`config.mk`:
```
export PLATFORM = sky130hd
export DESIGN_NAME = mul_div_unit_flat
export DESIGN_NICKNAME = d
export VERILOG_FILES = /design/src/rtl/mul_div_unit_pkg.sv /design/src/rtl/mul_div_unit_if.sv /design/src/rtl/mul_div_unit.sv /design/src/flat_wrapper.sv
export SDC_FILE = /design/constraint.sdc
export NUM_CORES = 1
export LEC_CHECK = 0
export BUFFER_PORTS_ARGS = -buffer_cell sky130_fd_sc_hd__clkbuf_2
export CAP_MARGIN = 20
export CORE_ASPECT_RATIO = 0.5
export CORE_MARGIN = 8
export CORE_UTILIZATION = 40
export DETAILED_ROUTE_END_ITERATION = 10
export GPL_TIMING_DRIVEN = 0
export PLACE_DENSITY = 0.61
export SLEW_MARGIN = 20
export SYNTH_ARGS = -nofsm -noshare
export SYNTH_HDL_FRONTEND = slang
export SYNTH_SLANG_ARGS = --single-unit
export TNS_END_PERCENT = 1
```
`constraint.sdc`:
```
create_clock -name clk -period 6.5 [get_ports clk]
set_input_delay 0 -clock clk [delete_from_list [all_inputs] [get_ports clk]]
set_output_delay 0 -clock clk [all_outputs]
set_load 0.01 [all_outputs]
```
`src/rtl/mul_div_unit_pkg.sv`:
```
// rtl/mul_div_unit_pkg.sv - aluFunct codes shared by the HI/LO multiply/divide unit
package mul_div_unit_pkg;

    localparam logic [5:0] FUN_MFHI  = 6'b010000;
    localparam logic [5:0] FUN_MTHI  = 6'b010001;
    localparam logic [5:0] FUN_MFLO  = 6'b010010;
    localparam logic [5:0] FUN_MTLO  = 6'b010011;
    localparam logic [5:0] FUN_MULT  = 6'b011000;
    localparam logic [5:0] FUN_MULTU = 6'b011001;
    localparam logic [5:0] FUN_DIV   = 6'b011010;
    localparam logic [5:0] FUN_DIVU  = 6'b011011;

endpackage

```
`src/rtl/mul_div_unit_if.sv`:
```
// rtl/mul_div_unit_if.sv - request/result bundle between the EX stage and the HI/LO unit
interface mul_div_unit_if #(
    parameter int WIDTH = 32
);
    logic             start;
    logic [5:0]       funct;
    logic [WIDTH-1:0] a;
    logic [WIDTH-1:0] b;
    logic             busy;
    logic             done;
    logic [WIDTH-1:0] hi;
    logic [WIDTH-1:0] lo;

    modport master (output start, funct, a, b, input busy, done, hi, lo);
    modport slave  (input start, funct, a, b, output busy, done, hi, lo);
endinterface

```
`src/rtl/mul_div_unit.sv`:
```
// rtl/mul_div_unit.sv - iterative HI/LO multiply/divide, one bit per cycle
// Shift-add multiply and restoring divide on operand magnitudes; signs fixed up in FIX.
module mul_div_unit
    import mul_div_unit_pkg::*;
#(
    parameter int WIDTH = 32
) (
    input  logic           clk,
    input  logic           rst,
    mul_div_unit_if.slave  bus
);

    localparam int CW = $clog2(WIDTH);
    localparam logic [2*WIDTH-1:0] ONE2 = {{(2*WIDTH-1){1'b0}}, 1'b1};
    localparam logic [CW-1:0] LAST = CW'(WIDTH - 1);

    typedef enum logic [1:0] {
        IDLE = 2'd0,
        RUN  = 2'd1,
        FIX  = 2'd2
    } state_t;

    function automatic logic [2*WIDTH-1:0] twos(input logic [2*WIDTH-1:0] x);
        return ~x + ONE2;
    endfunction

    state_t             state;
    logic [CW-1:0]      cnt;
    logic               is_div;
    logic               neg_q;
    logic               neg_r;
    logic               div_zero;
    logic [WIDTH-1:0]   opnd;
    logic [2*WIDTH-1:0] acc;
    logic [WIDTH-1:0]   hi_q;
    logic [WIDTH-1:0]   lo_q;
    logic               done_q;

    logic               is_md;
    logic               op_signed;
    logic               sa;
    logic               sb;
    logic [WIDTH-1:0]   abs_a;
    logic [WIDTH-1:0]   abs_b;
    logic [WIDTH:0]     mul_sum;
    logic [WIDTH:0]     rem_sh;
    logic [WIDTH:0]     rem_sub;
    logic [2*WIDTH-1:0] acc_next;
    logic [WIDTH-1:0]   quot;
    logic [WIDTH-1:0]   rem;

    always_comb begin
        is_md     = (bus.funct == FUN_MULT) || (bus.funct == FUN_MULTU) ||
                    (bus.funct == FUN_DIV)  || (bus.funct == FUN_DIVU);
        op_signed = (bus.funct == FUN_MULT) || (bus.funct == FUN_DIV);
        sa        = op_signed & bus.a[WIDTH-1];
        sb        = op_signed & bus.b[WIDTH-1];
        abs_a     = sa ? WIDTH'(twos({{WIDTH{1'b0}}, bus.a})) : bus.a;
        abs_b     = sb ? WIDTH'(twos({{WIDTH{1'b0}}, bus.b})) : bus.b;
    end

    // acc holds the product for multiply and {remainder, quotient} for divide.
    always_comb begin
        mul_sum  = {1'b0, acc[2*WIDTH-1:WIDTH]} + (acc[0] ? {1'b0, opnd} : {(WIDTH+1){1'b0}});
        rem_sh   = {acc[2*WIDTH-1:WIDTH], acc[WIDTH-1]};
        rem_sub  = rem_sh - {1'b0, opnd};
        acc_next = {mul_sum, acc[WIDTH-1:1]};
        if (is_div) begin
            if (!rem_sub[WIDTH])
                acc_next = {rem_sub[WIDTH-1:0], acc[WIDTH-2:0], 1'b1};
            else
                acc_next = {rem_sh[WIDTH-1:0], acc[WIDTH-2:0], 1'b0};
        end
        quot = acc[WIDTH-1:0];
        rem  = acc[2*WIDTH-1:WIDTH];
    end

    always_ff @(posedge clk or posedge rst) begin
        if (rst) begin
            state    <= IDLE;
            cnt      <= '0;
            is_div   <= 1'b0;
            neg_q    <= 1'b0;
            neg_r    <= 1'b0;
            div_zero <= 1'b0;
            opnd     <= '0;
            acc      <= '0;
            hi_q     <= '0;
            lo_q     <= '0;
            done_q   <= 1'b0;
        end else begin
            case (state)
                IDLE: begin
                    done_q <= 1'b0;
                    if (bus.start) begin
                        if (is_md) begin
                            is_div   <= bus.funct[1];
                            opnd     <= bus.funct[1] ? abs_b : abs_a;
                            acc      <= {{WIDTH{1'b0}}, bus.funct[1] ? abs_a : abs_b};
                            neg_q    <= sa ^ sb;
                            neg_r    <= sa;
                            div_zero <= (bus.b == '0);
                            cnt      <= '0;
                            state    <= RUN;
                        end else if (bus.funct == FUN_MTHI) begin
                            hi_q <= bus.a;
                        end else if (bus.funct == FUN_MTLO) begin
                            lo_q <= bus.a;
                        end
                    end
                end
                RUN: begin
                    acc <= acc_next;
                    cnt <= cnt + CW'(1);
                    if (cnt == LAST)
                        state <= FIX;
                end
                FIX: begin
                    if (is_div) begin
                        // A zero divisor leaves |a| in rem, so rem's sign fix restores a.
                        lo_q <= div_zero ? {WIDTH{1'b1}}
                                         : (neg_q ? WIDTH'(twos({{WIDTH{1'b0}}, quot})) : quot);
                        hi_q <= neg_r ? WIDTH'(twos({{WIDTH{1'b0}}, rem})) : rem;
                    end else begin
                        {hi_q, lo_q} <= neg_q ? twos(acc) : acc;
                    end
                    done_q <= 1'b1;
                    state  <= IDLE;
                end
                default: state <= IDLE;
            endcase
        end
    end

    assign bus.busy = (state != IDLE);
    assign bus.done = done_q;
    assign bus.hi   = hi_q;
    assign bus.lo   = lo_q;

endmodule

```
`src/flat_wrapper.sv`:
```
// flat-port wrapper written by rule: the top's interface ports become plain ports
module mul_div_unit_flat import mul_div_unit_pkg::*;
#(
    parameter int WIDTH = 32
)
  (clk, rst, bus_start, bus_funct, bus_a, bus_b, bus_busy, bus_done, bus_hi, bus_lo);
  mul_div_unit_if #(.WIDTH(WIDTH)) bus_i ();
  input  logic clk;
  input  logic rst;
  input wire logic [$bits(bus_i.start)-1:0] bus_start;
  input wire logic [$bits(bus_i.funct)-1:0] bus_funct;
  input wire logic [$bits(bus_i.a)-1:0] bus_a;
  input wire logic [$bits(bus_i.b)-1:0] bus_b;
  output wire logic [$bits(bus_i.busy)-1:0] bus_busy;
  output wire logic [$bits(bus_i.done)-1:0] bus_done;
  output wire logic [$bits(bus_i.hi)-1:0] bus_hi;
  output wire logic [$bits(bus_i.lo)-1:0] bus_lo;
  assign bus_i.start = bus_start;
  assign bus_i.funct = bus_funct;
  assign bus_i.a = bus_a;
  assign bus_i.b = bus_b;
  assign bus_busy = bus_i.busy;
  assign bus_done = bus_i.done;
  assign bus_hi = bus_i.hi;
  assign bus_lo = bus_i.lo;
  mul_div_unit #(.WIDTH(WIDTH)) u_core (.clk(clk), .rst(rst), .bus(bus_i));
endmodule
```
==> metrics <==
status complete, no violations; Psw 4.065 mW; syn avg cell area 7.954 µm²; initial core utilization 40.14%; Max Slew Vio Count 0; via count 15,375; Pre-Repair DR Iteration Count 5; Total Routing Usage GR 25.75%; RSZ-0062 raised after global routing no; slew of the pin with the lowest slew margin 1035 ps; Mapped Cells 1,869; Synth Area in XOR/XNOR 10.13%; Tcrit/Tclk final 65.68%; WL final 58.12 mm; syn_nets 2,014; commonest non-fill, non-tap cell in the layout o21ai_0; Gate power share 62.5%; fmax 234.2 MHz; mux cell area share after synthesis 4.932%; Synth Area in Compound Gates 26.82%; dominant synthesized flop cell dfrtp_1; Ys Warns 0; Hold Violations, Final 0; setup TNS 0 ps; Clock Latency Late Sink 460 ps; Final min period 4269 ps; Critical Path RT 6840 ps; Vias/cell 6.018; final worst slack 2231 ps; max-cap violation count 0; CTS Root Buffer Type clkbuf_16; part of the power in registers 24.7%; Final GP Congestion 0.9592; final setup violation count 0; gr ovfl total 0; # Post-CTS Setup Buffers 0; Post-DP HPWL 46.21 mm; post-synth cell types 90; Die Y 152.3 µm; clock buffer depth 2; Crit Path Class flop to flop; largest family of logic cells by synthesized area compound AO/OA/AOI/OAI gates; Post-synth ARST share 100.0%; TritonCTS Sinks 172; number of fill cells 3,778; routed len/inst 22.75 µm; top-level I/O count 139; Iter 0 DRT Violations 1,838; vias in the first global route 14,420; Worst-path clk slew 70 ps; post-route ant nets 0; share of layout cells above drive strength 1 10.77%; die area 43,960 µm²; Residual DRC 0; Leak 7.287 nW; most frequent cells in the layout o21ai_0 (193), a21oi_1 (186), nand2_1 (177); register area 4304 µm²; Crit Path Max Fanout 10; Yosys reg bits 172; top-area cell type share of the netlist area 28.95%; CP startpoint kind flop; Power Density 470.9 nW/µm²; worst min path class input port to flop; Worst Path Arrival 4610 ps; first-pass GRT wire length 88.04 mm; Setup crit end kind flop; largest net degree at the start of global routing 91; H-tree depth 4; Area growth syn-to-layout 14.31%; post-place setup slack 2350 ps; initial antenna violation count 5; Rel. slew slack 30.38%; I/O Buffers 135; clock share of power 12.7%; CTS tree done; CTS buffer count 17; Mapped Area 14,870 µm²; internal power 3.938 mW; Multi-input gate area 9879 µm²; ant diodes 0; die width 288.6 µm; synthesized-area fraction occupied by and/or/nand/nor cells 18.42%; EDFF count, synth 0; Peak VDD IR 0.0002314 V; clk_skew 9.234 ps; NumNets Final 2,194; register area share after synthesis 28.95%; std cell rows 50; Synth area leaders dfrtp_1 (29%), o21ai_0 (6.5%), a21oi_1 (6.3%), ha_1 (5.9%), xnor2_1 (5.6%); fraction of the mapped netlist area in adder cells 6.161%; fraction of power spent switching nets 50.79%; Core Area 37,040 µm²; cell taking the most area after synthesis dfrtp_1
==> cell usage after synthesis, types with 15 or more instances <==
cell / instances
a22oi_1: 22
clkbuf_1: 96
nand2_1: 177
o21ai_0: 193
a21o_1: 31
o22ai_1: 38
o31ai_1: 24
ha_1: 70
xor2_1: 75
a21oi_1: 186
dfrtp_1: 172
and3_1: 18
inv_1: 57
mux2i_1: 62
nor3_1: 29
nor2_1: 175
or3_1: 18
nand3_1: 24
o21ai_1: 15
nand2b_1: 17
xnor2_1: 95
==> what timing repair did <==
action | in CTS | in global routing
gates resized for setup | 0 | 0
endpoints found under the hold margin | 114 | 0
hold buffers | 25 | 0
==> flip-flops by register name (all words and copies together), names as in the netlist <==
signal and count:
u_core.acc 64, u_core.bus.hi 32, u_core.bus.lo 32, u_core.opnd 32
u_core.cnt 5, u_core.state 2, u_core.bus.done 1, u_core.div_zero 1
u_core.is_div 1, u_core.neg_q 1, u_core.neg_r 1
==> worst max-delay path: stages, from the launching register on <==
cell      delay (ps)
dfrtp_1          510
inv_1            360
clkbuf_1         380
nor2_1            80
ha_1             340
nor2b_1          190
o31ai_2          280
o21ai_1          180
a311oi_2         360
o21ai_1          170
a221o_1          460
a21o_1           200
a221o_1          330
a311o_1          290
==> cell families after synthesis <==
kind of cell | count (synthesis)
compound gates | 645
buf+inv | 175
simple gates | 562
fa+ha+maj | 72
mux | 72
flops | 172
xor+xnor | 171
==> path summary, 6_finish.rpt <==
| kind | start | endpoint | slack, ps | cells past startpoint |
|---|---|---|---|---|
| setup / recovery | u_core.acc[0] | u_core.acc[61] | 2230 | 13 |
| hold / removal | bus_b[29] | u_core.opnd[29] | 30 | 4 |
| setup reg to reg | u_core.acc[0] | u_core.acc[61] | 2230 | 13 |
| hold reg to reg | u_core.bus.lo[27] | u_core.bus.lo[27] | 490 | 2 |
| max in group asynchronous | rst | u_core.acc[16] | 5380 | 4 |
| min in group asynchronous | rst | u_core.acc[59] | 200 | 3 |
==> stage by stage <==
step / power (mW) / std cells / util (%) / area [µm²] / hold WS, ps
after global routing: 8.547 / 2555 / 45.88 / 16990 / 46.86
after global placement: 6.815 / 2498 / 43.63 / 16160 / 333.4
after floorplan: 5.409 / 1869 / - / 14870 / 131.7
final: 8.002 / 2555 / 45.88 / 16990 / 25.58
after CTS: 7.903 / 2555 / 45.88 / 16990 / 1.210
after detailed placement: 6.845 / 2499 / 43.73 / 16190 / 167.7
==> metal layers <==
metal  GRT usage, %  part of all wire, %  vias to the layer above
met4          7.468                  2.7                        2
met3          6.789                  9.5                      101
met2          38.09                   43                      671
met1          36.43                   45                     7471
met5              0                0.017                        -
li1               -                    -                     7130
==> power groups by stage <==
stage	Combinational (mW)	Sequential [mW]	Clock [mW]
global placement	4.84	1.98	0
finish	5.01	1.98	1.02
detailed placement	4.86	1.98	0
global route	5.47	2.01	1.06
CTS	4.91	1.96	1.03
floorplan	3.63	1.78	0
==> layout make-up <==
type                            count  share of cell area [%]
Sequential cell                   172                   25.33
Multi-Input combinational cell   1522                   58.14
Clock buffer                       18                   2.526
Timing Repair Buffer              161                   5.611
Inverter                           58                   1.325
Clock inverter                     13                  0.6995
Buffer                            117                   2.732
Tap cell                          494                   3.637
(Power assumes the default switching activity.)
